[src/rtl/pin_out_sequencer.sv]
// rtl/pin_out_sequencer.sv - MSB-first word serializer driving output IO register D/enable pins
// Define PIN_SEQ_PARITY_EN to append one even-parity bit after bit 0.
module pin_out_sequencer #(
  parameter int   DATA_W   = 8,
  parameter int   DIV      = 4,
  parameter logic IDLE_LVL = 1'b1
) (
  input  logic              CK,
  input  logic              RSTN,
  input  logic [DATA_W-1:0] TX_DATA,
  input  logic              TX_VALID,
  output logic              TX_READY,
  output logic              IOL_D,
  output logic              IOL_SP,
  output logic              IOL_FRAME,
  output logic              TX_DONE,
  output logic              BUSY
);

  localparam int CNT_W = (DIV > 1) ? $clog2(DIV) : 1;
  localparam int IDX_W = $clog2(DATA_W);
  localparam logic [CNT_W-1:0] CNT_LAST = CNT_W'(DIV - 1);
  localparam logic [IDX_W-1:0] IDX_TOP  = IDX_W'(DATA_W - 1);

  typedef enum logic [1:0] {IDLE, SHIFT, GAP} state_t;

  state_t            state, state_n;
  logic [CNT_W-1:0]  cnt, cnt_n;
  logic [IDX_W-1:0]  idx, idx_n;
  logic [DATA_W-1:0] word, word_n;
  logic              cnt_wrap;
  logic              bit_n, d_n, sp_n, frame_n, done_n;
`ifdef PIN_SEQ_PARITY_EN
  logic              par_phase, par_phase_n;
  logic              par_bit, par_bit_n;
`endif

  assign TX_READY = (state == IDLE);
  assign cnt_wrap = (cnt == CNT_LAST);

  always_comb begin
    state_n = state;
    cnt_n   = cnt;
    idx_n   = idx;
    word_n  = word;
`ifdef PIN_SEQ_PARITY_EN
    par_phase_n = par_phase;
    par_bit_n   = par_bit;
`endif
    case (state)
      IDLE: begin
        if (TX_VALID) begin
          word_n  = TX_DATA;
          idx_n   = IDX_TOP;
          cnt_n   = '0;
          state_n = SHIFT;
`ifdef PIN_SEQ_PARITY_EN
          par_phase_n = 1'b0;
          par_bit_n   = ^TX_DATA;
`endif
        end
      end
      SHIFT: begin
        if (!cnt_wrap) begin
          cnt_n = cnt + 1'b1;
        end else begin
          cnt_n = '0;
`ifdef PIN_SEQ_PARITY_EN
          if (par_phase)       state_n     = GAP;
          else if (idx == '0)  par_phase_n = 1'b1;
          else                 idx_n       = idx - 1'b1;
`else
          if (idx == '0) state_n = GAP;
          else           idx_n   = idx - 1'b1;
`endif
        end
      end
      GAP: begin
        if (!cnt_wrap) begin
          cnt_n = cnt + 1'b1;
        end else begin
          cnt_n   = '0;
          state_n = IDLE;
        end
      end
      default: state_n = IDLE;
    endcase

    // Outputs are decoded from the next state so the registered pins line up with it.
`ifdef PIN_SEQ_PARITY_EN
    bit_n = par_phase_n ? par_bit_n : word_n[idx_n];
`else
    bit_n = word_n[idx_n];
`endif
    d_n     = IDLE_LVL;
    sp_n    = 1'b0;
    frame_n = 1'b0;
    done_n  = 1'b0;
    case (state_n)
      SHIFT: begin
        d_n     = bit_n;
        sp_n    = (cnt_n == '0);
        frame_n = 1'b1;
      end
      GAP: begin
        sp_n   = (cnt_n == '0);
        done_n = (cnt_n == CNT_LAST);
      end
      default: ;
    endcase
  end

  // IOL_SP stays high in reset so the IO registers keep loading the idle levels.
  always_ff @(posedge CK or negedge RSTN) begin
    if (!RSTN) begin
      state     <= IDLE;
      cnt       <= '0;
      idx       <= '0;
      word      <= '0;
      IOL_D     <= IDLE_LVL;
      IOL_SP    <= 1'b1;
      IOL_FRAME <= 1'b0;
      TX_DONE   <= 1'b0;
      BUSY      <= 1'b0;
`ifdef PIN_SEQ_PARITY_EN
      par_phase <= 1'b0;
      par_bit   <= 1'b0;
`endif
    end else begin
      state     <= state_n;
      cnt       <= cnt_n;
      idx       <= idx_n;
      word      <= word_n;
      IOL_D     <= d_n;
      IOL_SP    <= sp_n;
      IOL_FRAME <= frame_n;
      TX_DONE   <= done_n;
      BUSY      <= (state_n != IDLE);
`ifdef PIN_SEQ_PARITY_EN
      par_phase <= par_phase_n;
      par_bit   <= par_bit_n;
`endif
    end
  end

endmodule

[config.mk]
export PLATFORM = sky130hd
export DESIGN_NAME = pin_out_sequencer
export DESIGN_NICKNAME = d
export VERILOG_FILES = /design/src/rtl/pin_out_sequencer.sv
export SDC_FILE = /design/constraint.sdc
export NUM_CORES = 1
export LEC_CHECK = 0
export BUFFER_PORTS_ARGS = -buffer_cell sky130_fd_sc_hd__buf_2
export CAP_MARGIN = 40
export CORE_MARGIN = 5
export CORE_UTILIZATION = 54
export CTS_CLUSTER_SIZE = 12
export DETAILED_ROUTE_END_ITERATION = 16
export GPL_TIMING_DRIVEN = 0
export PLACE_DENSITY = 0.77
export SYNTH_ARGS = -nofsm -noshare
export SYNTH_HDL_FRONTEND = slang
export SYNTH_SLANG_ARGS = --single-unit
[constraint.sdc]
create_clock -name CK -period 2.65 [get_ports CK]
set_input_delay 0.265 -clock CK [delete_from_list [all_inputs] [get_ports CK]]
set_output_delay 0.265 -clock CK [all_outputs]
set_load 0.02 [all_outputs]
* Word level (Yosys, flattened, before mapping)
Index checks and enable logic that the tools add are counted.
** Operators by class
- Mux-type cells :: 20
- Add/sub/neg operators :: 2
- Equality and inequality tests :: 6
- $lt $le $gt $ge :: 1
- Reduce and logical (&&, ||, !) cells :: 6
** Operator list (number)
- 8-bit two-way mux :: 2
- 2-bit two-way mux :: 6
- 3-bit two-way mux :: 3
- 2-bit equality test (second input constant) :: 4
- 2-bit case mux with 3 select lines :: 1
- 3-bit case mux with 2 select lines :: 1
- 1-bit two-way mux :: 5
- 2-bit by 1-bit equality test with 1-bit output (second input constant) :: 2
- 2-bit zero test :: 2
- 3-bit by 4-bit less-than comparator with 1-bit output (second input constant) :: 1
- 2-bit case mux with 2 select lines :: 1
- 2-bit OR reduction :: 2
- 1-bit binary-select mux with 3-bit select :: 1
- 3-bit zero test :: 1
- 3-bit by 1-bit subtractor with 3-bit output (second input constant) :: 1
- 2-bit by 1-bit adder with 2-bit output (second input constant) :: 1
- 2-bit nonzero test :: 1
** Word-level totals
- Register bits after elaboration :: 20
- Bits of input ports :: 11
- Word-level logic and storage cells :: 44

* Depth between registers and ports, before layout
- Word-level depth :: 7
- Gate-level depth with buffers :: 11
- Depth with buffers taken out :: 11

* Worst setup path before layout
OpenSTA, ideal clock, no wires.
- Path kind :: register to register
- Start :: register state[0]
- End :: register IOL_SP
- Clock period less this slack :: 2.177 ns
- Cell stages (with the launch flop) :: 10
- Arrival time :: 2.095 ns
- Path slack :: 0.473 ns
- Path buffers :: 0
- Required time :: 2.568 ns
- Cell sequence :: dfrtp_1 > inv_1 > ha_1 > or2b_1 > o21ai_0 > a21oi_1 > or3_1 > ha_1 > inv_1 > nor3_1
** Between the ends
- Elaborated cells on any way between the ends :: 15
- Those cells by class :: eq/ne (4); mux (7); reduce/logical (4)
** RTL lines
- from (decl) :: RTL line 27 : state_t state, state_n;
- from (signal assigned) :: RTL line 130 : state <= state_n;
- 2-bit zero test *
- named net TX_READY :: RTL line 12 : output logic TX_READY,
- 2-bit case mux with 3 select lines :: RTL line 50 : case (state)
- 2-bit equality test or 2-bit by 1-bit equality test with 1-bit output (tied branches) :: RTL line 99 : case (state_n)
- 2-bit OR reduction (no source line)
- 1-bit two-way mux *
- named net sp_n :: RTL line 32 : logic bit_n, d_n, sp_n, frame_n, done_n;
- to (signal assigned) :: RTL line 135 : IOL_SP <= sp_n;
- to (decl) :: RTL line 14 : output logic IOL_SP,
The timed path passes the listed nets; every way through them passes the cells marked *.

* Worst setup path after layout
- Start :: register state[1]
- End :: register IOL_SP
** Between the ends
- Longest elaborated chain between the ends :: 6
- Elaborated cells on any way between the ends :: 15
- Those cells by class :: eq/ne (4); mux (7); reduce/logical (4)
** Ends and longest elaborated chain
- 2-bit two-way mux :: RTL line 73 : if (idx == '0) state_n = GAP;
- 2-bit two-way mux :: RTL line 64 : if (!cnt_wrap) begin
- 2-bit case mux with 3 select lines :: RTL line 50
- 2-bit equality test or 2-bit by 1-bit equality test with 1-bit output (tied branches) :: RTL line 99
- 2-bit OR reduction (no source line)
- 1-bit two-way mux *
- named net sp_n :: RTL line 32
Marks and branches as above.

==> impl_metrics.yaml <==
status:
  status: "complete, no violations"
global_route:
  antenna_found_initial: 0
  grt_pass1_wl_um: 2860
  globalRouteTotalUtil_pct: 13.3
  first_global_vias: 684
  grt_max_degree: 21
  grt_overflow: 0
floorplan:
  io_pins: 17
  rows: 16
  coreArea_mm2: 0.00190
  die_w_um: 54.0
  die_h_um: 54.0
  initial_core_util_pct: 55.1
  dieArea_mm2: 0.00292
route:
  drt.antenna.violating_nets: 0
  first_iter_violations: 14
  drc: 0
  finalWirelength_um: 1760
  wl_per_cell_um: 12.6
  firstDrtPassIters: 4
  vias: 723
  avgViaCountPerCell: 5.16
timing:
  tns_ns: 0
  skew_ns: 0.00247
  fin_crit_sh_pct: 89.4
  worstMarginPinSlew_ns: 0.601
  hold-worst-slack_ns: 0.194
  hold_viol: 0
  setup_viol_count_final: 0
  slew_viol_final: 0
  max_clock_freq_mhz: 422
  finalCriticalPeriod_ns: 2.37
  rsz0062_at_grt: "false"
  relSlewSlack_pct: 59.4
power_and_ir_drop:
  ir_drop_v: 0.000720
  switchingPower_mw: 0.466
  p_leak_nw: 0.620
  share_comb_of_total_power_pct: 46.4
  powerDensity_mw_per_mm2: 1040
  internal_power_mw: 0.785
  p_clk_share_pct: 13.6
  switching_share_pct: 37.3
  pwr-share-seq_pct: 39.9
yosys:
  muxShareOfSynthArea_pct: 12.8
  syn_nets: 113
  ys_ff_latch: 20
  syn_area_mm2: 0.00105
  synth_compound_gate_area_share_pct: 12.8
  ys_top_cells_by_count: "dfrtp_1 (18), inv_1 (12), ha_1 (10)"
  synth_flop_cell: "dfrtp_1"
  synthArstFlopShare_pct: 100
  syn_avg_cell_area_um2: 11.4
  ys_seq_area_share_pct: 48.0
  yosys_warnings: 0
  yosysMostFrequentCell: "dfrtp_1"
  synthCells: 92
  yosys.cell_types.count: 29
  synth_top_area_share_pct: 43.0
  synth-edff-count: 0
  synthAdderAreaFrac_pct: 11.9
  ys_top_cells_by_area: "dfrtp_1 (43%), ha_1 (12%), mux2_2 (7.5%), dfstp_2 (5.0%), inv_1 (4.3%)"
  synth-simple-area-share_pct: 9.44
  synth_top_family_by_area: "compound AO/OA/AOI/OAI gates"
  yosysTopAreaCell: "dfrtp_1"
  yosys.area_share.xor_xnor_pct: 0
clock_network:
  cts_sinks: 20
  insertion_delay_ns: 0.29
  cts.path.max_buffers: 2
  tritoncts: "yes"
  post-cts-setup-buffer-count: 0
  clockRootBuffer: "clkbuf_4"
  post_cts_resize_count: 0
  numCtsBuffers: 3
  h-tree-depth: 1
  holdBufCountCts: 1
  clkTransAtPathRegs_ns: 0.10
setup_path:
  crit_type: "reg2reg"
  critPathMaxFanout: 9
  cp-startpoint: "state[1]$_DFF_PN0_"
  endpoint_kind: "flop"
  timing.critical_path.from_type: "flop"
  cp.arrival_ns: 2.58
  timing.rr.start: "state[1]$_DFF_PN0_"
  critPathRequiredTime_ns: 2.86
layout:
  syn2layout_area_growth_pct: 15.3
  antenna_cells: 0
  nFillCells: 156
  utilization_pct: 63.5
  drive_above_1_share_pct: 30.1
  nets: 135
placed_design:
  hpwl_um: 1400
  gp_congestion: 0.850
  place.port_buffers: 16
hold_path:
  hp-class: "in2reg"
  hold_start: "TX_DATA[6]"
job:
  maxCapViolations: 0
==> placed cells by master, fill, tap and decap left out, types with 2 or more instances in the layout <==
master | netlist | routed
nand2_1 | 4 | 4
a32o_1 | 2 | 2
or3_1 | 2 | 2
nand3_1 | 2 | 2
mux2i_1 | 4 | 4
o211ai_1 | 2 | 2
inv_1 | 12 | 12
dfstp_2 | 2 | 2
ha_1 | 10 | 10
a21oi_1 | 3 | 3
nor2_1 | 3 | 3
dfrtp_1 | 18 | 18
buf_2 | 0 | 16
clkbuf_4 | 0 | 3
mux2_2 | 7 | 7
o21ai_0 | 6 | 6
==> area by class of cell <==
class                           instances  area [um^2]  share of cell area [%]
Tap cell                               27         33.8                    2.80
Buffer                                  1         7.51                   0.622
Inverter                               12         45.0                    3.73
Multi-Input combinational cell         59          492                    40.7
Timing Repair Buffer                   17         90.1                    7.46
Clock buffer                            4         36.3                    3.01
Sequential cell                        20          503                    41.7
==> power by group through the flow <==
| stage | Clock (mW) | Sequential (mW) | Combinational [mW] |
|---|---|---|---|
| finish | 0.170 | 0.499 | 0.581 |
| detailed placement | 0 | 0.508 | 0.581 |
| global route | 0.187 | 0.516 | 0.644 |
| floorplan | 0 | 0.528 | 0.417 |
| CTS | 0.173 | 0.500 | 0.584 |
| global placement | 0 | 0.497 | 0.564 |
==> through the flow <==
stage | setup WS, ns | cells | instance area [um^2] | power, mW
final | 0.281 | 140 | 1210 | 1.25
after global routing | 0.134 | 140 | 1210 | 1.35
after CTS | 0.288 | 140 | 1210 | 1.26
after detailed placement | 0.321 | 135 | 1160 | 1.09
after global placement | 0.448 | 135 | 1160 | 1.06
after floorplan | 0.473 | 92 | 1050 | 0.945
==> path summary, 6_finish.rpt <==
kind / endpoint / slack (ns) / cells past startpoint
setup reg to reg: IOL_SP$_DFF_PN1_ / 0.28 / 9
hold / removal: word[6]$_DFF_PN0_ / 0.19 / 2
hold reg to reg: word[1]$_DFF_PN0_ / 0.51 / 1
max in group asynchronous: IOL_SP$_DFF_PN1_ / 1.90 / 2
setup / recovery: IOL_SP$_DFF_PN1_ / 0.28 / 9
min in group asynchronous: word[7]$_DFF_PN0_ / 0.42 / 2
==> per-layer routing <==
layer  track usage (%)  routed length (um)  share of wire [%]
met1              17.3                 824                 47
met2              23.2                 849                 48
met3             0.831                  70                4.0
met4              4.98                  16               0.91
met5                 0                   0                  0
==> flip-flops by register name, summed over array words and instances, names as in the netlist <==
| register | cells |
|---|---|
| IOL_SP | 1 |
| word | 8 |
| BUSY | 1 |
| idx | 3 |
| cnt | 2 |
| TX_DONE | 1 |
| state | 2 |
| IOL_D | 1 |
| IOL_FRAME | 1 |
==> critical path: stages (launching register included) <==
cell and delay (ns):
dfrtp_1 0.45, inv_1 0.11, ha_1 0.32, or2b_1 0.28, o21ai_0 0.08, a21oi_1 0.09
or3_1 0.42, ha_1 0.30, inv_1 0.04, nor3_1 0.21
==> logic make-up after synthesis <==
family	count (synthesis)
buffers and inverters	13
and+or+nand+nor	18
adders and majority gates	10
AOI/OAI and AO/OA	19
muxes	12
DFF	20
(Power assumes the default switching activity.)
